### config.mk
export PLATFORM = sky130hd
export DESIGN_NAME = pipe_stage_reg
export DESIGN_NICKNAME = d
export VERILOG_FILES = /design/src/rtl/pipe_stage_reg.sv
export SDC_FILE = /design/constraint.sdc
export NUM_CORES = 1
export LEC_CHECK = 0
export ABC_AREA = 0
export CAP_MARGIN = 30
export CORE_UTILIZATION = 35
export DETAILED_ROUTE_END_ITERATION = 10
export PLACE_DENSITY = 0.67
export SETUP_SLACK_MARGIN = 0.5
export SLEW_MARGIN = 30
export SYNTH_ARGS = -nofsm -noshare
export SYNTH_HDL_FRONTEND = slang
export SYNTH_SLANG_ARGS = --single-unit
### constraint.sdc
create_clock -name clock -period 1.5 [get_ports clock]
set_clock_uncertainty 0.1 [all_clocks]
set_input_delay 0.15 -clock clock [delete_from_list [all_inputs] [get_ports clock]]
set_output_delay 0.15 -clock clock [all_outputs]
set_load 0.01 [all_outputs]
### src/rtl/pipe_stage_reg.sv
// pipe_stage_reg: valid/ready pipeline stage with a 2-entry skid buffer,
// synchronous flush and an occupancy output. Handshake outputs are registered.
`default_nettype none

module pipe_stage_reg #(
  parameter int               WIDTH       = 32,
  parameter logic [WIDTH-1:0] RESET_VALUE = '0
) (
  input  logic             clock,
  input  logic             reset_n,
  input  logic             flush,
  input  logic             in_valid,
  output logic             in_ready,
  input  logic [WIDTH-1:0] in_data,
  output logic             out_valid,
  input  logic             out_ready,
  output logic [WIDTH-1:0] out_data,
  output logic [1:0]       occupancy
);

  // Encoding equals the number of words held, so occupancy is the state itself.
  typedef enum logic [1:0] {
    EMPTY = 2'd0,
    ONE   = 2'd1,
    TWO   = 2'd2
  } state_t;

  state_t           state;
  state_t           state_nxt;
  logic [WIDTH-1:0] main_q;
  logic [WIDTH-1:0] skid_q;
  logic             load_main_in;
  logic             load_main_skid;
  logic             load_skid;

  always_comb begin
    state_nxt      = state;
    load_main_in   = 1'b0;
    load_main_skid = 1'b0;
    load_skid      = 1'b0;
    case (state)
      EMPTY: begin
        if (in_valid) begin
          state_nxt    = ONE;
          load_main_in = 1'b1;
        end
      end
      ONE: begin
        if (in_valid && out_ready) begin
          load_main_in = 1'b1;
        end else if (in_valid) begin
          state_nxt = TWO;
          load_skid = 1'b1;
        end else if (out_ready) begin
          state_nxt = EMPTY;
        end
      end
      TWO: begin
        // in_ready is low here, so any upstream word is simply not taken.
        if (out_ready) begin
          state_nxt      = ONE;
          load_main_skid = 1'b1;
        end
      end
      default: state_nxt = EMPTY;
    endcase
  end

  always_ff @(posedge clock or negedge reset_n) begin
    if (!reset_n) begin
      state     <= EMPTY;
      main_q    <= RESET_VALUE;
      skid_q    <= RESET_VALUE;
      in_ready  <= 1'b1;
      out_valid <= 1'b0;
      occupancy <= 2'd0;
    end else if (flush) begin
      state     <= EMPTY;
      main_q    <= RESET_VALUE;
      skid_q    <= RESET_VALUE;
      in_ready  <= 1'b1;
      out_valid <= 1'b0;
      occupancy <= 2'd0;
    end else begin
      state     <= state_nxt;
      in_ready  <= (state_nxt != TWO);
      out_valid <= (state_nxt != EMPTY);
      occupancy <= state_nxt;
      if (load_main_in) begin
        main_q <= in_data;
      end else if (load_main_skid) begin
        main_q <= skid_q;
      end
      if (load_skid) begin
        skid_q <= in_data;
      end
    end
  end

  assign out_data = main_q;

endmodule

`default_nettype wire

==> flow_metrics.py <==
metrics = {
    "placed_design": {
        "pre_cts_ws_ps": -318,
        "dp_cells": 381,
        "dp_hpwl_um": 4280,
        "gp_congestion": 0.705,
        "port_buffers": 72,
        "placed_area_um2": 4050,
    },
    "route": {
        "ant_nets": 0,
        "dr.pass1.iters": 4,
        "wl_per_cell_um": 16.5,
        "drt_wl_total_um": 7270,
        "vias": 2226,
        "drt_iter0_drc": 83,
        "drc_errors": 0,
        "routed_via_density": 5.04,
    },
    "timing": {
        "period_minus_slack_ps": 1570,
        "hold_slack_ps": 251,
        "setup_viol": 38,
        "fmax_mhz": 637,
        "slew_headroom": 0.751,
        "fin_crit_sh": 1.05,
        "tightestPinTransition_ps": 373,
        "hold_violations": 0,
        "fin_ws_ps": -70.1,
        "grt_setup_unrepaired": "yes",
        "slew_viol_final": 0,
    },
    "clock_network": {
        "h-tree-depth": 3,
        "clk-insertion-delay-late_ps": 340,
        "clock_sinks": 68,
        "cts_tree": "yes",
        "cts_max_path_buffers": 2,
        "cts_buffers": 9,
        "path_clk_slew_ps": 80,
        "cts_root_buffer": "clkbuf_8",
    },
    "pwr": {
        "power_density_nw_per_um2": 965,
        "p_total_mw": 4.46,
        "ir_worst_vdd_v": 0.000635,
        "leakagePower_nw": 2.19,
    },
    "synthesis": {
        "yosysWarnings": 0,
        "yosys.area_share.simple": 0.0273,
        "synth.distinct_cells": 23,
        "syn_nets": 236,
        "syn_inst": 199,
        "synth_fa_ha_area_frac": 0,
        "synth_xor_area_frac": 0.00285,
        "synth_compound_area_frac": 0.258,
        "yosysSeqAreaShare": 0.554,
        "postSynthRegisterBits": 68,
        "synth_top_family_by_area": "compound AO/OA/AOI/OAI gates",
        "synth.avg_cell_area_um2": 15.5,
        "syn-cell-area_um2": 3080,
        "synth.area.mux_share": 0.104,
    },
    "worst_setup_path": {
        "crit_fanout": 8,
        "path_class": "register to register",
        "worstSetupEndpointType": "register",
        "worstPathRequired_ps": 1630,
        "crit_arrival_ps": 1700,
        "worstSetupStartpointType": "register",
    },
    "global_routing": {
        "grtUsageTotal": 0.165,
        "antenna_found_initial": 0,
        "grt_pass1_wl_um": 11200,
        "first_global_vias": 2220,
        "grt_max_degree": 69,
        "grt_overflow_total": 0,
    },
    "status": {
        "violations": "setup timing",
        "status": "complete, but fails checks",
    },
    "cells_and_area": {
        "drive_above_1_share": 0.516,
        "fin_cells": 442,
        "synthToLayoutAreaGrowth_pct": 50.1,
        "nFillCells": 697,
        "antennaDiodeCount": 0,
        "nets": 369,
        "post-route-cell-area_um2": 4620,
    },
    "floorplanning": {
        "die_y_um": 95.7,
        "core_area_um2": 8340,
        "die_w_um": 95.7,
        "start_util": 0.369,
        "dieArea_um2": 9170,
        "pin_count": 73,
        "num_rows": 33,
    },
    "run": {
        "max_cap_viol_count": 0,
    },
    "min_path": {
        "hp-class": "input port to asynchronous set/reset pin",
    },
}
final cells by class:
cell class | instances | area (µm²) | area share
repair buffers | 138 | 1220 | 0.265
flip-flops and latches | 68 | 1700 | 0.369
clock buffers | 11 | 141 | 0.0306
multi-input cells | 112 | 1320 | 0.286
well taps | 105 | 131 | 0.0285
clock inverters | 5 | 82.6 | 0.0179
inverters | 3 | 11.3 | 0.00244
critical path: stages, from the launching register on:
cell	delay, ps
dfrtp_1	380
nor2b_4	140
nor3b_4	190
buf_6	180
buf_12	150
mux2i_2	230
o2bb2ai_2	80
kinds of logic (layout without fill, tap and decap cells):
kind of cell / Yosys count / count (layout)
mux: 32 / 32
xor+xnor: 1 / 1
flops: 68 / 68
compound gates: 69 / 69
buf+inv: 19 / 157
simple gates: 10 / 10
routing by layer:
metal / global-route usage / vias up / wire, µm
met5: 0 / - / 0
met4: 0.0410 / 0 / 49
met3: 0.0490 / 4 / 340
met2: 0.269 / 59 / 3450
met1: 0.214 / 1133 / 3430
li1: - / 1030 / -
metrics by stage:
step           setup TNS, ps   util
2_1_floorplan           -945      -
3_3_place_gp          -15380  0.485
3_5_place_dp          -16460  0.485
4_1_cts                -1410  0.524
5_1_grt                -5110  0.553
6_report               -1380  0.553
cells in the mapped netlist:
cell type	count	area [µm²]
dfrtp_1	67	1680
a22o_1	32	280
mux2i_1	32	320
o2bb2ai_2	30	450
buf_6	7	78.8
buf_2	6	30.0
buf_8	3	45.0
inv_1	3	11.3
nor2_1	3	11.3
a21oi_1	2	10.0
o2bb2ai_1	2	17.5
a211o_2	1	10.0
dfstp_2	1	26.3
nand2b_1	1	6.26
nand3b_1	1	7.51
nor2_4	1	11.3
nor2b_2	1	8.76
nor3_2	1	10.0
nor3_4	1	16.3
nor3b_2	1	12.5
o21bai_1	1	7.51
o21bai_4	1	18.8
xor2_1	1	8.76
placed cells by master (no fill, tap or decap), drive strengths merged, types with 2 or more instances in the layout:
master / instances
a21oi: 2
mux2i: 32
clkdlybuf4s50: 35
o21bai: 2
bufinv: 2
nor3: 2
dfrtp: 67
buf: 101
inv: 5
a22o: 32
o2bb2ai: 32
nor2: 4
clkbuf: 12
power by group:
part / internal, mW / total [mW] / leakage [nW] / switching [mW]
Sequential: 1.90 / 1.94 / 0.931 / 0.0409
Combinational: 0.428 / 0.786 / 1.14 / 0.357
Clock: 0.992 / 1.73 / 0.114 / 0.737
state kept, by name, indices dropped and copies added, names as in the netlist:
signal / count
skid_q: 32
out_valid: 1
in_ready: 1
out_data: 32
state: 2
path summary, 6_finish.rpt:
check,from,endpoint,slack [ps],depth (start not counted)
setup / recovery,state[0]$_DFF_PN0_,out_data[24]$_DFFE_PN0P_,-70,6
hold / removal,reset_n,out_data[13]$_DFFE_PN0P_,250,3
setup reg to reg,state[0]$_DFF_PN0_,out_data[24]$_DFFE_PN0P_,-70,6
hold reg to reg,skid_q[25]$_DFFE_PN0P_,skid_q[25]$_DFFE_PN0P_,400,1
max in group asynchronous,reset_n,in_ready$_DFF_PN1_,710,3
min in group clock,in_data[3],skid_q[3]$_DFFE_PN0P_,350,2
repair_timing:
item                                    4_1_cts  5_1_grt
resized for setup                           155       24
endpoints found under the setup margin      104      104
hold buffers                                  1        0
setup buffers                                29       14
endpoints found under the hold margin        67        0
pin swaps                                     7        1
gates cloned                                  0        1
Note: power is estimated with default switching activity, not from simulation.
